$ cat src/rtl/plic_lite.sv
// plic_lite: minimal platform-level interrupt controller with a Wishbone slave port.
// Level sources pass a one-register gateway, then get gated by enable, prioritised and
// compared against a threshold to drive a single registered interrupt line to the core.
module plic_lite #(
    parameter int unsigned NUM_SRC      = 8,
    parameter int unsigned PRIO_W       = 3,
    parameter int unsigned WB_AD_WIDTH  = 32,
    parameter int unsigned WB_DAT_WIDTH = 32
) (
    input  logic                      clk,
    input  logic                      rst,
    input  logic [NUM_SRC-1:0]        irq_src_i,
    input  logic                      wbs_cyc_i,
    input  logic                      wbs_stb_i,
    input  logic [WB_AD_WIDTH-1:0]    wbs_addr_i,
    input  logic [WB_DAT_WIDTH-1:0]   wbs_wdata_i,
    input  logic [WB_DAT_WIDTH/8-1:0] wbs_sel_i,
    input  logic                      wbs_we_i,
    output logic [WB_DAT_WIDTH-1:0]   wbs_rdata_o,
    output logic                      wbs_ack_o,
    output logic                      plic_ext_irq_o
);

    localparam int unsigned IdW = $clog2(NUM_SRC + 1);

    localparam logic [7:0] AddrPending = 8'h80;
    localparam logic [7:0] AddrEnable  = 8'h84;
    localparam logic [7:0] AddrThresh  = 8'h88;
    localparam logic [7:0] AddrClaim   = 8'h8C;

    // Per-source state is indexed by source ID (1..NUM_SRC).
    logic [NUM_SRC-1:0]      src_q;
    logic [NUM_SRC:1]        src_ids;
    logic [NUM_SRC:1]        pending_q, pending_d;
    logic [NUM_SRC:1]        in_flight_q, in_flight_d;
    logic [NUM_SRC:1]        enable_q, enable_d;
    logic [PRIO_W-1:0]       prio_q [1:NUM_SRC];
    logic [PRIO_W-1:0]       prio_d [1:NUM_SRC];
    logic [PRIO_W-1:0]       thresh_q, thresh_d;
    logic                    ack_q, ack_d;
    logic [WB_DAT_WIDTH-1:0] rdata_q, rdata_d;
    logic                    irq_q, irq_d;

    logic [IdW-1:0]          best_id;
    logic [PRIO_W-1:0]       best_prio;
    logic [7:0]              addr;
    logic                    accept;
    logic                    rd_acc;
    logic                    wr_acc;
    logic [WB_DAT_WIDTH-1:0] rd_val;

    // Byte select and upper address bits carry no information for this block.
    logic unused_bits;
    assign unused_bits = ^{wbs_sel_i, wbs_addr_i[WB_AD_WIDTH-1:8]};

    assign addr    = wbs_addr_i[7:0];
    assign accept  = wbs_cyc_i & wbs_stb_i & ~ack_q;
    assign rd_acc  = accept & ~wbs_we_i;
    assign wr_acc  = accept & wbs_we_i;
    assign src_ids = src_q;

    // Arbiter: highest priority above threshold wins; strict compare keeps the lowest ID on ties.
    always_comb begin
        best_id   = '0;
        best_prio = '0;
        for (int unsigned i = 1; i <= NUM_SRC; i++) begin
            if (pending_q[i] && enable_q[i] && (prio_q[i] > thresh_q) &&
                (prio_q[i] > best_prio)) begin
                best_id   = IdW'(i);
                best_prio = prio_q[i];
            end
        end
    end

    // Read mux; unmapped addresses and unused bits read as zero.
    always_comb begin
        rd_val = '0;
        case (addr)
            AddrPending: begin
                for (int unsigned i = 1; i <= NUM_SRC; i++) rd_val[i] = pending_q[i];
            end
            AddrEnable: begin
                for (int unsigned i = 1; i <= NUM_SRC; i++) rd_val[i] = enable_q[i];
            end
            AddrThresh: rd_val[PRIO_W-1:0] = thresh_q;
            AddrClaim:  rd_val[IdW-1:0]    = best_id;
            default: begin
                for (int unsigned i = 1; i <= NUM_SRC; i++) begin
                    if (addr == 8'(4 * i)) rd_val[PRIO_W-1:0] = prio_q[i];
                end
            end
        endcase
    end

    // Gateway, claim/complete and register write next-state.
    always_comb begin
        pending_d   = pending_q | (src_ids & ~pending_q & ~in_flight_q);
        in_flight_d = in_flight_q;
        enable_d    = enable_q;
        thresh_d    = thresh_q;
        prio_d      = prio_q;

        // A claim that returns 0 has no side effect.
        if (rd_acc && (addr == AddrClaim) && (best_id != '0)) begin
            for (int unsigned i = 1; i <= NUM_SRC; i++) begin
                if (best_id == IdW'(i)) begin
                    pending_d[i]   = 1'b0;
                    in_flight_d[i] = 1'b1;
                end
            end
        end

        if (wr_acc) begin
            case (addr)
                AddrEnable: enable_d = wbs_wdata_i[NUM_SRC:1];
                AddrThresh: thresh_d = wbs_wdata_i[PRIO_W-1:0];
                AddrClaim: begin
                    // Full-word match: IDs 0 and > NUM_SRC never hit any source.
                    for (int unsigned i = 1; i <= NUM_SRC; i++) begin
                        if (wbs_wdata_i == WB_DAT_WIDTH'(i)) in_flight_d[i] = 1'b0;
                    end
                end
                default: begin
                    for (int unsigned i = 1; i <= NUM_SRC; i++) begin
                        if (addr == 8'(4 * i)) prio_d[i] = wbs_wdata_i[PRIO_W-1:0];
                    end
                end
            endcase
        end
    end

    // Bus response and interrupt line next-state.
    always_comb begin
        ack_d   = accept;
        rdata_d = rdata_q;
        if (accept) rdata_d = wbs_we_i ? '0 : rd_val;
        irq_d   = (best_id != '0);
    end

    // State registers with synchronous reset.
    always_ff @(posedge clk) begin
        if (rst) begin
            src_q       <= '0;
            pending_q   <= '0;
            in_flight_q <= '0;
            enable_q    <= '0;
            thresh_q    <= '0;
            ack_q       <= 1'b0;
            rdata_q     <= '0;
            irq_q       <= 1'b0;
            for (int unsigned i = 1; i <= NUM_SRC; i++) prio_q[i] <= '0;
        end else begin
            src_q       <= irq_src_i;
            pending_q   <= pending_d;
            in_flight_q <= in_flight_d;
            enable_q    <= enable_d;
            thresh_q    <= thresh_d;
            ack_q       <= ack_d;
            rdata_q     <= rdata_d;
            irq_q       <= irq_d;
            for (int unsigned i = 1; i <= NUM_SRC; i++) prio_q[i] <= prio_d[i];
        end
    end

    assign wbs_ack_o      = ack_q & wbs_cyc_i;
    assign wbs_rdata_o    = rdata_q;
    assign plic_ext_irq_o = irq_q;

endmodule

$ cat config.mk
export PLATFORM = sky130hd
export DESIGN_NAME = plic_lite
export DESIGN_NICKNAME = d
export VERILOG_FILES = /design/src/rtl/plic_lite.sv
export SDC_FILE = /design/constraint.sdc
export NUM_CORES = 1
export LEC_CHECK = 0
export BUFFER_PORTS_ARGS = -buffer_cell sky130_fd_sc_hd__buf_2
export CAP_MARGIN = 20
export CORE_UTILIZATION = 54
export DETAILED_ROUTE_END_ITERATION = 12
export PLACE_DENSITY = 0.79
export SYNTH_ARGS = -nofsm -noshare
export SYNTH_HDL_FRONTEND = slang
export SYNTH_SLANG_ARGS = --single-unit
$ cat constraint.sdc
create_clock -name clk -period 12 [get_ports clk]
set_clock_uncertainty 0.2 [all_clocks]
set_input_delay 1.2 -clock clk [delete_from_list [all_inputs] [get_ports clk]]
set_output_delay 1.2 -clock clk [all_outputs]
set_load 0.02 [all_outputs]
# ---- After elaboration in Yosys (flattened, before gate mapping)
# Index checks and enable logic that the tools add are counted.
dict set report op_classes {
  order_cmp 16
  n_eq_ne 28
  mux 56
  bitwise_logic 13
  reduce_logical 39
}
# operator n
set op_table {}
lappend op_table {{$eq A32 B3 Y1 const B} 4}
lappend op_table {{$eq A32 B2 Y1 const B} 2}
lappend op_table {{$gt A3 B3 Y1} 15}
lappend op_table {{$mux W3} 15}
lappend op_table {{$eq A32 B1 Y1 const B} 1}
lappend op_table {{$eq A32 B4 Y1 const B} 1}
lappend op_table {{$eq A8 B5 Y1 const B} 4}
lappend op_table {{$eq A8 B8 Y1 const B} 4}
lappend op_table {{$mux W8} 4}
lappend op_table {{$mux W4} 7}
lappend op_table {{$logic_and A1 B1 Y1} 26}
lappend op_table {{$mux W1} 25}
lappend op_table {{$reduce_and A3 Y1} 8}
lappend op_table {{$and A8 B8 Y8} 2}
lappend op_table {{$eq A4 B3 Y1 const B} 4}
lappend op_table {{$eq A8 B4 Y1 const B} 2}
lappend op_table {{$not A8 Y8} 2}
lappend op_table {{$pmux W5 S2} 1}
lappend op_table {{$mux W9} 1}
lappend op_table {{$eq A4 B2 Y1 const B} 2}
lappend op_table {{$eq A8 B3 Y1 const B} 1}
lappend op_table {{$eq A8 B6 Y1 const B} 1}
lappend op_table {{$or A8 B8 Y8} 1}
lappend op_table {{$pmux W2 S4} 1}
lappend op_table {{10 further kinds} 18}
dict set report word_totals {
  register_bits 93
  in_bits 81
  elab_cells 168
}

# ---- Longest topological paths before layout
# Gate-level depths: netlist of the first run.
dict set report depth {
  depth_word 31
  ltp_mapped 51
}

# ---- Worst setup path after synthesis of the first run
# No wires, ideal clock.
dict set report synth_timing {
  kind {register -> register}
  start {reg thresh_q[1]}
  end {reg in_flight_q[1] in the netlist's numbering}
  setup_time_ns 0.115
  t_arrival_ns 10.223
  setup_slack_ns 1.462
  path_stages_with_launch 50
  n_path_buf 1
  period_less_slack_ns 10.538
  cell_sequence {dfxtp_1 -> inv_1 -> ha_1 -> nor2b_1 -> o311a_1 -> and2_1 -> ha_1 -> nand3_1 -> nand4_1 -> or2_1 -> mux2_1 -> ha_1 -> nand3b_1 -> a22oi_1 -> or3b_1 -> o31ai_1 -> ha_1 -> nand3_1 -> (+14 left out) -> o31ai_2 -> a211oi_4 -> mux2i_1 -> ha_1 -> nor2b_1 -> o21a_1 -> o221ai_1 -> clkbuf_1 -> mux2_4 -> ha_1 -> nand3_1 -> nand4_1 -> nor3_1 -> nand3b_1 -> nor2b_1 -> and3_1 -> o21ai_0 -> o21ba_1}
}
dict set report synth_between {
  elab_chain_cells 31
  word_cells_on_any_way 54
}
# element line
set synth_lines {}
lappend synth_lines {{start: declaration} 39} ;# logic [PRIO_W-1:0] thresh_q, thresh_d;
lappend synth_lines {{start signal: assignment} 157} ;# thresh_q <= thresh_d;
lappend synth_lines {{$gt A3 B3 Y1} 67} ;# if (pending_q[i] && enable_q[i] && (prio_q[i] > thresh_q) &&
lappend synth_lines {{$logic_and A1 B1 Y1 (2 in series)} 67}
lappend synth_lines {{$mux W3} 67}
lappend synth_lines {{$gt A3 B3 Y1} 68} ;# (prio_q[i] > best_prio)) begin
lappend synth_lines {{$logic_and A1 B1 Y1} 67}
lappend synth_lines {{$mux W3} 67}
lappend synth_lines {{$gt A3 B3 Y1} 68}
lappend synth_lines {{$logic_and A1 B1 Y1} 67}
lappend synth_lines {{(+14 left out)} -}
lappend synth_lines {{$logic_and A1 B1 Y1} 67}
lappend synth_lines {{$mux W4 (*)} 67}
lappend synth_lines {{$eq A4 B1 Y1 or $reduce_bool A4 Y1 (tied branches)} {106, 104}}
lappend synth_lines {{$mux W1 or $logic_and A1 B1 Y1 (tied branches)} {106, 104}}
lappend synth_lines {{$mux W8 (*)} 104} ;# if (rd_acc && (addr == AddrClaim) && (best_id != '0)) begin
lappend synth_lines {{$mux W1} 120} ;# if (wbs_wdata_i == WB_DAT_WIDTH'(i)) in_flight_d[i] = 1'b0;
lappend synth_lines {{$mux W8} 114} ;# case (addr)
lappend synth_lines {{$mux W8 (*)} 113} ;# if (wr_acc) begin
lappend synth_lines {{end signal: assignment} 155} ;# in_flight_q <= in_flight_d;
lappend synth_lines {{end: declaration} 35} ;# logic [NUM_SRC:1] in_flight_q, in_flight_d;
# Mark *: on every way between the ends. The rest lies on a longest branch, timed or not.
# A chain may end at the register's enable or synchronous reset.

# ---- Final worst setup path of the first run
dict set report layout_timing {
  start {reg thresh_q[1]}
  end {reg pending_q[2] in the netlist's numbering}
}
dict set report layout_between {
  elab_chain_cells 28
  word_cells_on_any_way 51
}
# element line
set layout_lines {}
lappend layout_lines {{$gt A3 B3 Y1} 67}
lappend layout_lines {{$logic_and A1 B1 Y1 (2 in series)} 67}
lappend layout_lines {{$mux W3} 67}
lappend layout_lines {{$gt A3 B3 Y1} 68}
lappend layout_lines {{$logic_and A1 B1 Y1} 67}
lappend layout_lines {{$mux W3} 67}
lappend layout_lines {{$gt A3 B3 Y1} 68}
lappend layout_lines {{$logic_and A1 B1 Y1} 67}
lappend layout_lines {{(+11 left out)} -}
lappend layout_lines {{$logic_and A1 B1 Y1} 67}
lappend layout_lines {{$mux W3} 67}
lappend layout_lines {{$gt A3 B3 Y1} 68}
lappend layout_lines {{$logic_and A1 B1 Y1} 67}
lappend layout_lines {{$mux W4 (*)} 67}
lappend layout_lines {{$eq A4 B2 Y1 or $reduce_bool A4 Y1 (tied branches)} {106, 104}}
lappend layout_lines {{$mux W1 or $logic_and A1 B1 Y1 (tied branches)} {106, 104}}
lappend layout_lines {{$mux W8 (*)} 104}
lappend layout_lines {{end signal: assignment} 154} ;# pending_q <= pending_d;
lappend layout_lines {{end: declaration} 34} ;# logic [NUM_SRC:1] pending_q, pending_d;
# Marks and branches as above.

==> summary.txt, run 1 <==
Power and ir drop
  • Power share of the combinational group: 0.070
  • Internal Dissipation: 0.369 mW
  • Sequential power share: 0.495
  • Pwr dens: 92.1 nW/um2
  • Switch share: 0.234
  • Leakage power: 2.14 nW
  • VDD IR-drop max: 68.8 uV
  • Clock power share: 0.435
  • Psw: 0.113 mW

Min path
  • HP Class: flop to flop
  • Hold_sp: in_flight_q[3]$_SDFF_PP0_

Clocking
  • H-tree levels: 3
  • Maximum buffer depth of the clock tree: 2
  • Later-pin clock latency in the skew report: 0.35 ns
  • Clock sinks: 70
  • CTS root buffer: clkbuf_8
  • CTS clk-pin slew, worst paths: 0.07 ns
  • CTS tree: yes
  • CTS Hold Bufs: 0
  • TritonCTS Buffers: 9

Floorplan
  • Top-level port count: 115
  • Die width: 94.6 um
  • # rows: 33
  • Core area: 8260 um2
  • Die ar.: 8960 um2
  • Initial core utilization: 0.561
  • Die Y: 94.6 um

Setup path
  • Cell mode on critical path: ha_1
  • CP endpoint kind: flop
  • CP Launch Type: flop
  • RR Startpoint: thresh_q[1]$_SDFFE_PP0P_
  • Crit Path Class: flop to flop
  • Crit path max fanout: 12
  • R2r setup slk: 0.71 ns
  • CP arrival: 11.30 ns
  • Slowest-stage cell, CP: or3b_1
  • Critical Path Source: thresh_q[1]$_SDFFE_PP0P_
  • CP max stage delay: 0.44 ns
  • Worst EP required: 12.01 ns

Yosys
  • Yosys top cell area share: 0.302
  • Synth Area per Inst: 8.14 um2
  • Synthesized area: 4630 um2
  • Yosys warning count: 0
  • Asr flop ratio synth: 0
  • Mapped Cells: 569
  • Register bit total from synthesis: 70
  • Synth area leader: dfxtp_1
  • Synth area leaders: dfxtp_1, ha_1, a21oi_1, nand2_1, nand3_1
  • Synth unique cells: 69
  • Primary FF master, synth: dfxtp_1
  • Seq/Total Area, Yosys: 0.302
  • Post-synth EDFFs: 0

Layout
  • Most frequent cells in the layout: dfxtp_1, buf_2, a21oi_1, nand2_1, nor2_1
  • Area grow syn2layout: 12.9%
  • Multi-input combinational cell area: 2990 um2
  • Layout cell share with drive strength beyond 1: 0.177
  • ANT cells: 0
  • Post-route non-filler standard cell count: 744
  • Fill cells: 746
  • Most common cell after layout, fill and taps aside: dfxtp_1
  • Final #Nets: 756
  • Register area: 1400 um2

Routing
  • Initial DRT Pass Iterations: 5
  • ANT nets after route: 0
  • WL/cell: 17.0 um
  • Post-Route WL: 12600 um
  • Vias: 4500
  • Via density: 6.05
  • DRC Markers: 0
  • DRT iter0 DRCs: 318

Global route
  • First-pass GRT wire length: 20000 um
  • Vias in the first global route: 4091
  • GRT Total Usage: 0.293
  • Initial antenna violation count: 0
  • Largest net degree at the start of global routing: 73
  • Grt total ovfl: 0

Placement
  • Cells after DPL: 725
  • Final Wtd Congestion: 0.933
  • Pre-CTS setup slack: 0.503 ns
  • Hpwl dp: 9430 um
  • Port buffer count: 63

Timing
  • Worst slew margin: 0.381
  • Final Cycle Share: 0.941
  • Fmax: 0.0886 GHz
  • Fin Hold WS: 0.258 ns
  • Post-route setup TNS: 0 ns
  • Least-Margin Pin Slew: 0.925 ns
  • Setup-failing EPs final: 0
  • Worst Setup Slack, final: 0.710 ns
  • Final worst path period need: 11.29 ns
  • Final Slew Violations: 0
  • Final Hold Vio Count: 0

Run
  • Max cap viols: 0

Run status
  • Outcome: complete, no violations
power by group through the flow:
stage               logic [mW]  clock network, mW  registers (mW)
floorplan               0.0259                  0           0.242
global placement        0.0326                  0           0.244
detailed placement      0.0332                  0           0.244
CTS                     0.0333              0.211           0.238
global route            0.0370              0.220           0.238
finish                  0.0338              0.210           0.238
routing by layer:
metal  vias to the layer above  wire (um)  track usage  part of all wire
li1                       2166          -            -                 -
met1                      2085       5260        0.388              0.42
met2                       217       5850        0.475              0.46
met3                        32       1140       0.0523             0.090
met4                         0        366        0.110             0.029
met5                         -          0            0                 0
registers in the layout, indices dropped and copies added, names as in the netlist:
name,cells
wbs_rdata_o,9
pending_q,8
src_ids,8
thresh_q,3
ack_q,1
in_flight_q,8
plic_ext_irq_o,1
prio_q,24
enable_q,8
area by class of cell:
type / instances / area share
clock buffer: 12 / 0.0277
clock inverter: 4 / 0.0134
inverter: 26 / 0.0187
multi-input combinational: 453 / 0.571
sequential: 70 / 0.268
tap: 105 / 0.0251
timing repair buffer: 74 / 0.0756
per-stage QoR:
stage	power, mW	utilization	area, um2
floorplan	0.268	-	4720
global placement	0.276	0.603	4980
detailed placement	0.277	0.603	4980
CTS	0.483	0.629	5190
global route	0.495	0.633	5230
finish	0.482	0.633	5230
worst max-delay path, delay by kind of cell, from the launching register on:
family	cells	cell delay (ns)
AOI/OAI and AO/OA	14	2.57
adders and majority gates	9	2.38
buffers and inverters	4	0.63
DFF	1	0.35
muxes	4	1.42
and+or+nand+nor	18	3.64
final timing paths:
check	end	cells after the start
worst max register to register	pending_q[2]$_SDFF_PP0_	49
worst min-delay path	in_flight_q[3]$_SDFF_PP0_	2
worst min register to register	in_flight_q[3]$_SDFF_PP0_	2
worst max-delay path	pending_q[2]$_SDFF_PP0_	49
kinds of logic (layout without fill, tap and decap cells):
kind of cell / after synthesis / in the layout / synth area share
compound gates: 137 / 137 / 0.213
simple gates: 230 / 230 / 0.248
fa+ha+maj: 43 / 43 / 0.115
buf+inv: 68 / 116 / 0.0737
other cells: 1 / 23 / 0.000809
flops: 70 / 70 / 0.302
mux: 20 / 20 / 0.0462
what timing repair did:
| item | 4_1_cts | 5_1_grt |
|---|---|---|
| gates resized for setup | 0 | 6 |
| endpoints found under the setup margin | 0 | 17 |
| endpoints found under the hold margin | 0 | 0 |
| setup buffers | 0 | 2 |
synthesized netlist by cell type, drive strengths merged, types with 8 or more instances:
cell / n
a21oi: 57
a22oi: 15
buf: 23
clkbuf: 19
dfxtp: 70
ha: 41
inv: 26
mux2i: 15
nand2: 58
nand3: 42
nand3b: 11
nor2: 49
nor2b: 14
nor3: 12
nor4: 8
Note: power is estimated with default switching activity, not from simulation.
==> inputs of run 2 (changes only) <==
--- a/config.mk
+++ b/config.mk
@@ -8,7 +8,7 @@
 export BUFFER_PORTS_ARGS = -buffer_cell sky130_fd_sc_hd__buf_2
 export CAP_MARGIN = 20
-export CORE_UTILIZATION = 54
+export CORE_UTILIZATION = 36
 export DETAILED_ROUTE_END_ITERATION = 12
-export PLACE_DENSITY = 0.79
+export PLACE_DENSITY = 0.56
 export SYNTH_ARGS = -nofsm -noshare
 export SYNTH_HDL_FRONTEND = slang
==> constraint.sdc (replaced) <==
create_clock -name clk -period 12 [get_ports clk]
set_clock_uncertainty 0.2 [all_clocks]
set_input_delay 0.6 -clock clk [delete_from_list [all_inputs] [get_ports clk]]
set_output_delay 0.6 -clock clk [all_outputs]
set_load 0.02 [all_outputs]
==> run 2 against run 1 <==
  * Register-to-register slack got worse by 0.03 ns
  * Cell count increased by 8.7%
  * Power increased by 16%
  * Sequential share of layout area decreased by 0.88 points
  * Largest cell class unchanged
  * Count of clock-buffer cells in the layout decreased by 3
==> summary.txt, run 2 (synthesis gave the netlist of run 1 again) <==
Timing
  • Post-route setup TNS: 0 ns (unchanged)
  • Setup-failing EPs final: 0 (unchanged)
  • Fmax: 0.0883 GHz (-0.29%)
  • Final Slew Violations: 0 (unchanged)
  • Final Hold Vio Count: 0 (unchanged)
  • Final worst path period need: 11.32 ns (+0.0332 ns)
  • Worst slew margin: 0.434 (+0.0522)
  • Final Cycle Share: 0.944 (+0.00277)
  • Least-Margin Pin Slew: 0.847 ns (-0.0781 ns)
  • RSZ-0062 raised after global routing: no

Setup path
  • Slowest-stage cell, CP: o311a_1
  • CP max stage delay: 0.39 ns (-0.05 ns)
  • Worst EP required: 12.03 ns (+0.02 ns)
  • Crit path max fanout: 7 (-5)
  • Cell mode on critical path: ha_1
  • CP top delay family: simple AND/OR/NAND/NOR gates
  • CP Launch Type: flop
  • Critical path buffers and inverters: 2 (-2)
  • CP arrival: 11.35 ns (+0.05 ns)
  • CP endpoint kind: flop
  • Crit Path Class: flop to flop

Global route
  • First-pass GRT wire length: 21500 um (+7.2%)
  • Vias in the first global route: 4135 (+1.1%)
  • Initial antenna violation count: 0 (unchanged)
  • GRT Total Usage: 0.212 (-0.0818)
  • Largest net degree at the start of global routing: 73 (unchanged)
  • Grt total ovfl: 0 (unchanged)

Routing
  • WL/cell: 16.7 um (-1.6%)
  • Vias: 4422 (-1.7%)
  • Initial DRT Pass Iterations: 5 (unchanged)
  • DRT iter0 DRCs: 277 (-13%)
  • Post-Route WL: 13500 um (+7.0%)
  • ANT nets after route: 0 (unchanged)
  • Via density: 5.47 (-9.6%)
  • DRC Markers: 0 (unchanged)

Layout
  • Most common cell after layout, fill and taps aside: dfxtp_1
  • Most frequent cells in the layout: dfxtp_1, buf_2, a21oi_1, nand2_1, nor2_1
  • Area grow syn2layout: 16.7%
  • Post-route non-filler standard cell count: 809 (+8.7%)
  • Most flops, register: prio_q
  • Final #Nets: 755 (-0.13%)
  • Max FFs per register: 24 (unchanged)
  • ANT cells: 0 (unchanged)
  • Layout cell share with drive strength beyond 1: 0.177 (+0.000555)

Clocking
  • Post-CTS sizing: 0 (unchanged)
  • TritonCTS Buffers: 9 (unchanged)
  • Postcts setup bufs: 0 (unchanged)
  • H-tree levels: 3 (unchanged)
  • Clock sinks: 70 (unchanged)
  • CTS tree: yes
  • CTS root buffer: clkbuf_16
  • CTS Hold Bufs: 0 (unchanged)
  • Later-pin clock latency in the skew report: 0.34 ns (about the same)
  • Maximum buffer depth of the clock tree: 2 (unchanged)
  • CTS clk-pin slew, worst paths: 0.06 ns (about the same)

Floorplan
  • Die Y: 115 um (+22%)
  • Die ar.: 13300 um2 (+49%)
  • Top-level port count: 115 (unchanged)
  • Initial core utilization: 0.369 (-0.192)
  • # rows: 41 (+24%)
  • Die width: 115 um (+22%)
  • Core area: 12600 um2 (+52%)

Power and ir drop
  • Total power: 0.559 mW (+16%)
  • Pwr dens: 103 nW/um2 (+12%)
  • Leakage power: 2.18 nW (+1.8%)
  • VDD IR-drop max: 56.9 uV (-17%)

Placement
  • Hpwl dp: 10100 um (+7.3%)
  • Port buffer count: 63 (unchanged)
  • Final Wtd Congestion: 0.842 (-9.7%)
  • Cells after DPL: 792 (+9.2%)

Run
  • Max cap viols: 0 (unchanged)

Min path
  • HP Class: flop to flop

Run status
  • Outcome: complete, no violations
[run 2: changes by cell type in the layout (fill, tap and decap cells not counted), moves of 2 or more]
cell and delta:
clkbuf_1 -2, clkbuf_16 +9, buf_4 -2, clkbuf_8 -10
clkinv_4 +2
[run 2: worst min-delay path: stages (launching register included)]
cell     delay [ns]
dfxtp_1        0.30
inv_1          0.06
a21oi_1        0.06
[run 2: metrics by stage]
step / util / setup WS, ns / instance area, um2 / hold slack [ns]
4_1_cts: 0.428 / 0.441 / 5380 / 0.252
6_report: 0.430 / 0.676 / 5410 / 0.252
3_3_place_gp: 0.403 / 0.686 / 5070 / 0.242
5_1_grt: 0.430 / 0.0327 / 5410 / 0.278
3_5_place_dp: 0.403 / 0.507 / 5070 / 0.245
2_1_floorplan: - / 1.46 / 4720 / 0.227
[run 2: routing by layer]
layer | part of all wire | GRT usage | vias to the layer above
met5 | 0 | 0 | -
met4 | 0.023 | 0.0736 | 0
met3 | 0.057 | 0.0429 | 25
met2 | 0.47 | 0.360 | 141
met1 | 0.45 | 0.265 | 2088
li1 | - | - | 2168
[run 2: cell type report]
cell class                      instances  area (um2)
Clock buffer                            9         225
Fill cell                            1284        7160
Multi-Input combinational cell        453        2990
Tap cell                              172         215
Inverter                               26        97.6
Clock inverter                          6        87.6
Sequential cell                        70        1400
Timing Repair Buffer                   73         395
[run 2: final timing paths]
check                                               start                   endpoint  slack, ns  depth (start not counted)
worst min-delay path            in_flight_q[3]$_SDFF_PP0_  in_flight_q[3]$_SDFF_PP0_       0.25                          2
worst min register to register  in_flight_q[3]$_SDFF_PP0_  in_flight_q[3]$_SDFF_PP0_       0.25                          2
worst max register to register   thresh_q[1]$_SDFFE_PP0P_    pending_q[3]$_SDFF_PP0_       0.68                         51
worst max-delay path             thresh_q[1]$_SDFFE_PP0P_    pending_q[3]$_SDFF_PP0_       0.68                         51
[run 2: where the power goes]
group	switching, mW	internal (mW)	total (mW)
Sequential	0.00279	0.236	0.239
Combinational	0.0233	0.0113	0.0346
Clock	0.105	0.181	0.286
Total	0.131	0.428	0.559
